`config.mk`:
```
export PLATFORM = sky130hd
export DESIGN_NAME = updown_mod_counter
export DESIGN_NICKNAME = d
export VERILOG_FILES = /design/src/rtl/counter_pkg.sv /design/src/rtl/tick_prescaler.sv /design/src/rtl/updown_mod_counter.sv
export SDC_FILE = /design/constraint.sdc
export NUM_CORES = 1
export LEC_CHECK = 0
export BUFFER_PORTS_ARGS = -buffer_cell sky130_fd_sc_hd__buf_2
export CAP_MARGIN = 20
export CORE_AREA = 2 2 39 41
export CTS_CLUSTER_DIAMETER = 60
export DETAILED_ROUTE_END_ITERATION = 10
export DIE_AREA = 0 0 41 43
export PLACE_DENSITY_LB_ADDON = 0.15
export SLEW_MARGIN = 20
export SYNTH_ARGS = -nofsm -noshare
export SYNTH_HDL_FRONTEND = slang
export SYNTH_SLANG_ARGS = --single-unit
```
`constraint.sdc`:
```
create_clock -name clk -period 1.5 [get_ports clk]
set_input_delay 0.225 -clock clk [delete_from_list [all_inputs] [get_ports clk]]
set_output_delay 0.225 -clock clk [all_outputs]
set_load 0.03 [all_outputs]
```
`src/rtl/counter_pkg.sv`:
```
// ============================================================================
// counter_pkg : shared constants and helpers for the counter family
// Rev 1.0
// ============================================================================
`default_nettype none

package counter_pkg;

  localparam logic DIR_UP   = 1'b1;
  localparam logic DIR_DOWN = 1'b0;

  // Callers widen to 64 bits and truncate the result back to their own width.
  function automatic logic [63:0] clamp_load(input logic [63:0] value, input logic [63:0] max);
    return (value > max) ? max : value;
  endfunction

endpackage

`default_nettype wire

```
`src/rtl/tick_prescaler.sv`:
```
// ============================================================================
// tick_prescaler : emits one tick every PRESCALE enabled cycles
// Rev 1.0
// ============================================================================
`default_nettype none

module tick_prescaler #(
  parameter int PRESCALE = 1
) (
  input  logic clk,
  input  logic reset,
  input  logic en,
  input  logic restart,
  output logic tick
);

  generate
    if (PRESCALE <= 1) begin : g_passthru
      logic w_unused;
      assign w_unused = &{1'b0, clk, reset, restart};
      assign tick     = en;
    end else begin : g_divider
      localparam int CNT_W = $clog2(PRESCALE);
      localparam logic [CNT_W-1:0] c_last = CNT_W'(PRESCALE - 1);

      logic [CNT_W-1:0] r_phase;

      assign tick = en && (r_phase == c_last);

      always_ff @(posedge clk) begin
        if (!reset || restart) begin
          r_phase <= '0;
        end else if (en) begin
          r_phase <= (r_phase == c_last) ? '0 : r_phase + CNT_W'(1);
        end
      end
    end
  endgenerate

endmodule

`default_nettype wire

```
`src/rtl/updown_mod_counter.sv`:
```
// ============================================================================
// updown_mod_counter : parametrised up/down modulo counter with prescaler,
//                      load/clear, wrap-or-saturate and sticky overflow
// Rev 1.0
// ============================================================================
`default_nettype none

module updown_mod_counter
  import counter_pkg::*;
#(
  parameter int WIDTH    = 4,
  parameter int MAX_VAL  = 2**WIDTH - 1,
  parameter int PRESCALE = 1,
  parameter int SATURATE = 0
) (
  input  logic             clk,
  input  logic             reset,
  input  logic             en,
  input  logic             dir,
  input  logic             clear,
  input  logic             load,
  input  logic [WIDTH-1:0] load_val,
  input  logic             ovf_clr,
  output logic [WIDTH-1:0] count,
  output logic             tc,
  output logic             wrap,
  output logic             ovf
);

  localparam logic [WIDTH-1:0] c_max = WIDTH'(MAX_VAL);
  localparam logic [WIDTH-1:0] c_one = WIDTH'(1);

  logic [WIDTH-1:0] r_count;
  logic             r_wrap;
  logic             r_ovf;
  logic             w_tick;
  logic             w_event;
  logic [WIDTH-1:0] w_load_clamped;

  tick_prescaler #(
    .PRESCALE (PRESCALE)
  ) u_prescaler (
    .clk     (clk),
    .reset   (reset),
    .en      (en),
    .restart (clear | load),
    .tick    (w_tick)
  );

  assign w_load_clamped = WIDTH'(clamp_load(64'(load_val), 64'(MAX_VAL)));

  // tc doubles as the "at boundary" test, so the compare happens before any
  // arithmetic and the count never visits values above MAX_VAL.
  assign tc      = (dir == DIR_UP) ? (r_count == c_max) : (r_count == '0);
  assign w_event = w_tick && tc && !clear && !load;

  always_ff @(posedge clk) begin
    if (!reset) begin
      r_count <= '0;
      r_wrap  <= 1'b0;
      r_ovf   <= 1'b0;
    end else begin
      r_wrap <= 1'b0;
      if (clear) begin
        r_count <= '0;
      end else if (load) begin
        r_count <= w_load_clamped;
      end else if (w_tick) begin
        r_wrap <= tc;
        if (dir == DIR_UP) begin
          if (!tc)                r_count <= r_count + c_one;
          else if (SATURATE == 0) r_count <= '0;
        end else begin
          if (!tc)                r_count <= r_count - c_one;
          else if (SATURATE == 0) r_count <= c_max;
        end
      end

      if (w_event)      r_ovf <= 1'b1;
      else if (ovf_clr) r_ovf <= 1'b0;
    end
  end

  assign count = r_count;
  assign wrap  = r_wrap;
  assign ovf   = r_ovf;

endmodule

`default_nettype wire
```
==> results.json, run 1 <==
{
  "rows": 14,
  "drv_slew": 0,
  "rsz0062_at_grt": "true",
  "power_density_nw_per_um2": 741.8,
  "grt_max_degree": 10,
  "drt-total-wl_mm": 1.099,
  "drt_iter0_drc": 2,
  "synth_commonest_cells": "7 x inv_1, 6 x dfxtp_1, 4 x nor2_1, 3 x a21oi_1, 3 x o21ai_0",
  "nets": 90,
  "synth_top_area_share_pct": 28.32,
  "drive_gt1_share_pct": 48.00,
  "yosys.cell_count.top_type": "inv_1",
  "dp_slack_ps": 96.79,
  "p_total_uw": 451.1,
  "holdBufCountCts": 0,
  "avgSynthCellArea_um2": 8.157,
  "vias": 462,
  "ir_worst_vdd_uv": 420.7,
  "synth_area_leader_cell": "dfxtp_1",
  "min_period_ps": 1528,
  "grt_overflow": 0,
  "synth_area_um2": 424.2,
  "outcome": "complete, but fails checks",
  "critPathMaxFanout": 4,
  "period_share_pct": 101.9,
  "grt_pass1_vias": 415,
  "cts_tree": "yes",
  "insertedDiodeCount": 0,
  "regArea_um2": 128.9,
  "max_freq_ghz": 0.6546,
  "initial_core_util_pct": 30.65,
  "cp_top_family": "flip-flops",
  "gr-max-usage-layer": "met2",
  "cts_buffer_depth": 2,
  "hold_path_class": "in2reg",
  "cts_made_buffers": 3,
  "cts_sinks": 6,
  "met2_usage_pct": 20.31,
  "port_buffers": 17,
  "setup_viol": 1,
  "fp.dieH_um": 43,
  "die_w_um": 41,
  "arrival_ps": 1300,
  "crit_buf_inv": 1,
  "cp_data_required_time_ps": 1270,
  "drc": 0,
  "syn_nets": 65,
  "antenna_left": 0,
  "synth-edff-count": 0,
  "drtPass1Iterations": 4,
  "clk_pin_slew_ps": 40,
  "synth_flop_cell": "dfxtp_1",
  "area_delta_synth_final_pct": 43.36,
  "hold_viol_final": 0,
  "syn_inst": 52,
  "yosysSeqAreaShare_pct": 28.32,
  "crit_chain": "ha_4 -> and3_4 -> a32o_2 -> buf_6",
  "async_flop_share_pct": 0,
  "dieArea_um2": 1763,
  "finalWorstSetupSlack_ps": -27.76,
  "nFillCells": 144,
  "cts-htree-levels": 1,
  "root_buffer": "clkbuf_4",
  "core_um2": 1384,
  "cp-end-kind": "output port",
  "critPathMaxStageDelay_ps": 360,
  "synth_area_leaders": "dfxtp_1 28%, inv_1 6.2%, ha_1 5.9%",
  "grt_use_total_pct": 14.79,
  "synth-seq-cells": 6,
  "violations": "setup timing",
  "multiInputGateArea_um2": 274.0,
  "critPathKind": "reg2out",
  "grt_antenna_before_repair": 0,
  "clkLatencyLatePin_ps": 250,
  "via_per_inst": 5.077,
  "synth_cell_type_count": 27,
  "worst_slew_pin_slew_ps": 217.9,
  "gp_congestion": 0.7771,
  "met3_usage_pct": 7.853,
  "final.setup_skew_ps": 1.169,
  "timing.max_cap.violations": 0,
  "slowest_stage": "dfxtp_4",
  "top_level_ports": 18,
  "place.detailed.hpwl_um": 763.1,
  "grt_pass1_wl_mm": 1.683,
  "start_kind": "flip-flop",
  "p_leak_nw": 0.3057,
  "max_slew_margin_pct": 85.36,
  "met1_usage_pct": 16.50,
  "routedWlPerCell_um": 12.08,
  "yosysWarningCount": 0
}
==> path summary, 6_finish.rpt <==
kind	from	end	slack (ps)	depth (start not counted)
min reg2reg	ovf	ovf	470	1
max reg2reg	count[0]	ovf	50	6
max	count[0]	tc	-30	4
min	load_val[1]	count[1]	220	3
==> state kept, by name (all words and copies together) (netlist names) <==
name / flops
wrap: 1
count: 4
ovf: 1
==> report_power, final <==
part	switching [mW]	internal, mW
combinational	0.0666	0.0579
sequential	0.0109	0.165
clock	0.0596	0.0906
total	0.137	0.314
==> placed cells by master (no fill, tap or decap), types with 3 or more instances in the layout <==
cell      instances
o21ai_0           3
buf_2            16
nor2_1            4
a21oi_1           3
dfxtp_1           3
buf_4             6
clkbuf_4          3
inv_1             6
==> area by class of cell <==
cell class,count,area share (%)
multi-input cells,36,45.06
repair buffers,23,22.43
flip-flops and latches,6,21.19
inverters,7,4.321
clock buffers,3,3.704
well taps,16,3.292
==> repair_timing <==
action                                  CTS  global route
buffers inserted                          6             0
pin swaps                                 2             1
endpoints found under the setup margin    1             1
gates resized for setup                   5             1
==> metal layers <==
metal  share of wire (%)  wire length, um
met1                  42              460
met2                  45              497
met3                 8.7               96
met4                 4.1               45
met5                   0                0
==> cell families after synthesis <==
family,Yosys count,share of synthesized area [%]
AND/OR/NAND/NOR,15,20.94
flip-flops,6,28.32
multiplexers,2,4.720
buffers and inverters,10,10.91
XOR/XNOR,3,6.196
AO/OA/AOI/OAI,14,23.01
adder cells (fa/ha/maj),2,5.899
==> metrics by stage <==
step                      instances  utilization (%)  hold WS (ps)  area [um^2]  TNS (ps)
after CTS                        91            43.94         211.3        608.1    -24.86
after detailed placement         82            37.52         461.5        519.2         0
final                            91            43.94         216.7        608.1    -27.76
after floorplan                  52                -         359.3        434.2         0
after global routing             91            43.94         229.7        608.1    -54.43
after global placement           82            37.52         458.0        519.2         0
==> worst min-delay path, stage by stage <==
cell and delay [ps]:
buf_2 90, nand2_1 50, a21oi_1 50
Power figures use the tool's default switching activity.
==> inputs of run 2 (changes only) <==
- clock period: 1.5 -> 1.6 ns (I/O delays scaled with it)
==> results.json, run 2 (synthesis gave the netlist of run 1 again) <==
{
  "p_clk_share_pct": 34.8,
  "initial_core_util_pct": 30.65,
  "power_density_nw_per_um2": 729.0,
  "routedWlPerCell_um": 11.66,
  "port_buffers": 17,
  "rows": 14,
  "largest_reg_flops": 4,
  "timing.max_cap.violations": 0,
  "cp_top_family": "flip-flops",
  "top_level_ports": 18,
  "rr_worst_depth": 5,
  "whs_ps": 236.8,
  "crit_buf_inv": 2,
  "die_w_um": 41,
  "insertedDiodeCount": 0,
  "final.setup_skew_ps": 7.309,
  "met1_usage_pct": 18.39,
  "drtPass1Iterations": 4,
  "grt_pass1_vias": 375,
  "worst_slew_pin_slew_ps": 331.5,
  "grt_pass1_wl_mm": 1.593,
  "cts_tree": "yes",
  "drv_slew": 0,
  "grt_use_total_pct": 13.27,
  "setup_viol": 0,
  "final_common_cell": "buf_2",
  "met3_usage_pct": 7.853,
  "drt-total-wl_mm": 1.003,
  "cts-htree-levels": 1,
  "combPwrFrac_pct": 25.1,
  "via_per_inst": 4.977,
  "area_delta_synth_final_pct": 34.22,
  "cp_data_required_time_ps": 1360,
  "clkLatencyLatePin_ps": 250,
  "r2r_start": "count[0]",
  "min_period_ps": 1562,
  "grt_antenna_before_repair": 0,
  "antenna_left": 0,
  "p_seq_share_pct": 40.1,
  "outcome": "complete, no violations",
  "met2_usage_pct": 17.81,
  "stdcell_area_um2": 569.3,
  "hold_path_class": "in2reg",
  "root_buffer": "clkbuf_4",
  "nets": 85,
  "slowest_stage": "dfxtp_4",
  "post_dp_cell_area_um2": 511.7,
  "place.detailed.hpwl_um": 743,
  "whs_endpoint": "count[1]",
  "cp-end-kind": "output port",
  "rr_endpoint": "ovf",
  "start_kind": "flip-flop",
  "clk_pin_slew_ps": 50,
  "intPower_uw": 286.4,
  "mostFrequentLayoutCells": "16 x buf_2, 7 x inv_1, 4 x nor2_1, 4 x dfxtp_1",
  "dieArea_um2": 1763,
  "cts_made_buffers": 3,
  "vias": 428,
  "p_leak_nw": 0.2789,
  "r2r_slack_ps": 250,
  "holdPathStages": 3,
  "regArea_um2": 127.6,
  "period_share_pct": 97.62,
  "drive_gt1_share_pct": 41.43,
  "arrival_ps": 1320,
  "multiInputGateArea_um2": 274.0,
  "p_sw_share_pct": 30.98,
  "max_slew_margin_pct": 77.87,
  "critPathMaxStageDelay_ps": 400,
  "fin_util_pct": 41.14,
  "critPathKind": "reg2out",
  "max_freq_ghz": 0.6402,
  "hold_viol_final": 0,
  "p_sw_uw": 128.6,
  "crit_chain": "inv_1 -> ha_2 -> a32o_2 -> buf_6",
  "hold_path.startpoint": "load_val[1]",
  "critPathMaxFanout": 8,
  "grt_overflow": 0,
  "dp_slack_ps": 206.5,
  "gr-max-usage-layer": "met1",
  "gp_congestion": 0.8369,
  "nFillCells": 162,
  "cts_sinks": 6,
  "ir_worst_vdd_uv": 389.3,
  "drc": 0,
  "grt_max_degree": 10,
  "cts_buffer_depth": 2,
  "drt_iter0_drc": 15,
  "fp.dieH_um": 43,
  "core_um2": 1384,
  "finalWorstSetupSlack_ps": 38.05
}
==> run 2: how the worst max path moves through the flow <==
stage / start / endpoint / slack (ps) / cells past startpoint
after floorplan: count[2] / ovf / 1 / 5
after global placement: count[0] / tc / 230 / 4
after detailed placement: count[0] / ovf / 210 / 5
after CTS: count[0] / tc / 7 / 4
after global routing: count[0] / tc / -3 / 4
final: count[0] / tc / 40 / 4
==> run 2: final cells by class <==
type	instances	share of cell area, %
Timing Repair Buffer	18	17.36
Multi-Input combinational cell	36	48.13
Inverter	7	4.615
Sequential cell	6	22.42
Tap cell	16	3.516
Clock buffer	3	3.956
==> run 2: power groups by stage <==
stage / combinational (mW) / sequential [mW] / clock (mW)
6_report: 0.104 / 0.166 / 0.144
5_1_grt: 0.115 / 0.167 / 0.161
4_1_cts: 0.101 / 0.166 / 0.151
3_5_place_dp: 0.0965 / 0.170 / 0
3_3_place_gp: 0.0977 / 0.170 / 0
2_1_floorplan: 0.0609 / 0.178 / 0
==> run 2: stage by stage <==
stage	total power, mW	setup TNS [ps]	instances
after floorplan	0.2391	0	52
after global placement	0.2682	0	82
after detailed placement	0.2667	0	82
after CTS	0.4183	0	85
after global routing	0.4428	-3.174	86
final	0.4150	0	86
==> run 2: timing repair <==
action                     CTS  global route
resized for setup            4             4
setup buffers                0             1
hold buffers                 0             0
setup endpoints to repair    1             1
cloned                       0             0
==> run 2: worst reg2reg max path, cell delays in order (launching register included) <==
cell	delay, ps
dfxtp_4	400
inv_1	60
ha_2	200
a32o_2	280
and2_4	140
a31o_1	180
==> run 2: layer usage <==
layer,vias up,wire length [um]
li1,220,-
met1,195,485
met2,13,440
met3,0,77
met4,0,0
met5,-,0
==> inputs of run 3 (changes only) <==
- CELL_PAD_IN_SITES_DETAIL_PLACEMENT: default -> 2
- CELL_PAD_IN_SITES_GLOBAL_PLACEMENT: default -> 2
- CORE_AREA: 2 2 39 41 -> default
- CORE_MARGIN: default -> 2
- CORE_UTILIZATION: default -> 23
- DIE_AREA: 0 0 41 43 -> default
==> results.json, run 3 (synthesis gave the netlist of run 1 again) <==
{
  "gp_congestion": 0.7286,
  "initial_core_util_pct": 24.57,
  "final_common_cell": "buf_2",
  "port_buffers": 17,
  "largest_reg_flops": 4,
  "power_density_nw_per_um2": 703.3,
  "clk_pin_slew_ps": 50,
  "insertedDiodeCount": 0,
  "grt_pass1_wl_mm": 1.994,
  "drt-total-wl_mm": 1.327,
  "tns_ps": 0,
  "final.setup_skew_ps": 2.630,
  "grt_overflow": 0,
  "rows": 15,
  "min_period_ps": 1555,
  "routedWlPerCell_um": 13.68,
  "timing.max_cap.violations": 0,
  "arrival_ps": 1310,
  "p_leak_nw": 0.2895,
  "via_per_inst": 4.649,
  "r2r_start": "count[1]",
  "dp_slack_ps": 163.3,
  "p_total_uw": 418.9,
  "outcome": "complete, no violations",
  "vias": 451,
  "antenna_left": 0,
  "drtPass1Iterations": 2,
  "critPathMaxFanout": 6,
  "area_delta_synth_final_pct": 40.41,
  "period_share_pct": 97.16,
  "drc": 0,
  "hold_path.startpoint": "load_val[1]",
  "die_w_um": 46.95,
  "fin_util_pct": 34.49,
  "ir_worst_vdd_uv": 236.4,
  "holdBufCountCts": 0,
  "finalWorstSetupSlack_ps": 45.47,
  "max_slew_margin_pct": 83.55,
  "max_freq_ghz": 0.6433,
  "root_buffer": "clkbuf_4",
  "post_dp_cell_area_um2": 530.5,
  "holdPathStages": 3,
  "cts_tree": "yes",
  "crit_chain": "inv_1 -> ha_2 -> a32o_2 -> buf_6",
  "whs_endpoint": "count[1]",
  "rr_endpoint": "ovf",
  "worst_slew_pin_slew_ps": 245.3,
  "critPathMaxStageDelay_ps": 380,
  "slowest_stage": "dfxtp_4",
  "cp_data_required_time_ps": 1360,
  "core_um2": 1727,
  "drv_slew": 0,
  "drive_gt1_share_pct": 43.06,
  "grt_max_degree": 9,
  "drt_iter0_drc": 6,
  "cp-end-kind": "output port",
  "critPathKind": "reg2out",
  "cts_sinks": 6,
  "grt_antenna_before_repair": 0,
  "rr_worst_depth": 5,
  "nFillCells": 207,
  "grt_use_total_pct": 13.68,
  "stdcell_area_um2": 595.6,
  "hold_path_class": "in2reg",
  "cts_made_buffers": 3,
  "top_level_ports": 18,
  "mostFrequentLayoutCells": "16 x buf_2, 7 x inv_1, 4 x nor2_1, 4 x dfxtp_1",
  "clkLatencyLatePin_ps": 240,
  "grt_pass1_vias": 446,
  "r2r_slack_ps": 230,
  "hold_viol_final": 0,
  "cts_buffer_depth": 2,
  "fp.dieH_um": 46.95,
  "setup_viol": 0,
  "start_kind": "flip-flop",
  "cts-htree-levels": 1,
  "nets": 87,
  "dieArea_um2": 2204,
  "place.detailed.hpwl_mm": 1.066
}
run 3: cell types whose count changed in the layout (fill, tap and decap cells not counted):
cell	delta
buf_4	+2
run 3: layout make-up:
class / count / area (um^2) / area share, %
Tap cell: 25 / 31.28 / 5.252
Inverter: 7 / 26.28 / 4.412
Timing Repair Buffer: 20 / 113.9 / 19.12
Multi-Input combinational cell: 36 / 274.0 / 46.01
Sequential cell: 6 / 127.6 / 21.43
Clock buffer: 3 / 22.52 / 3.782
run 3: how the worst max path moves through the flow:
stage	startpoint	to	slack (ps)	depth (start not counted)
6_report	count[1]	tc	50	4
5_1_grt	count[1]	tc	-10	4
4_1_cts	count[1]	tc	10	4
3_5_place_dp	count[0]	ovf	160	5
3_3_place_gp	count[0]	ovf	190	5
2_1_floorplan	count[2]	ovf	1	5
run 3: per-layer routing:
metal / up-vias / share of wire [%] / global-route usage, % / wire [um]
met5: - / 0 / 0 / 0
met4: 0 / 0 / 3.333 / 0
met3: 0 / 5.0 / 4.615 / 67
met2: 12 / 49 / 23.01 / 656
met1: 217 / 45 / 16.82 / 602
li1: 222 / - / - / -
run 3: report_power, final:
part	switching (mW)	total, mW	internal, mW
clock network	0.0553	0.140	0.0849
registers	0.00963	0.164	0.155
logic	0.0646	0.114	0.0499
total	0.130	0.419	0.289
run 3: through the flow:
stage          instances  hold slack [ps]
3_5_place_dp          92            493.0
3_3_place_gp          92            458.7
4_1_cts               96            233.0
6_report              97            237.8
5_1_grt               97            234.2
2_1_floorplan         52            377.1
run 3: critical path: cells and delay by family (launching register included):
kind                     cells  cell delay, ps
buffers and inverters        2             200
AO/OA/AOI/OAI                1             290
adder cells (fa/ha/maj)      1             190
flip-flops                   1             380
run 3: timing repair:
action,CTS,global route
resized for setup,6,2
setup buffers,1,1
setup endpoints to repair,1,1
pin swaps,0,0
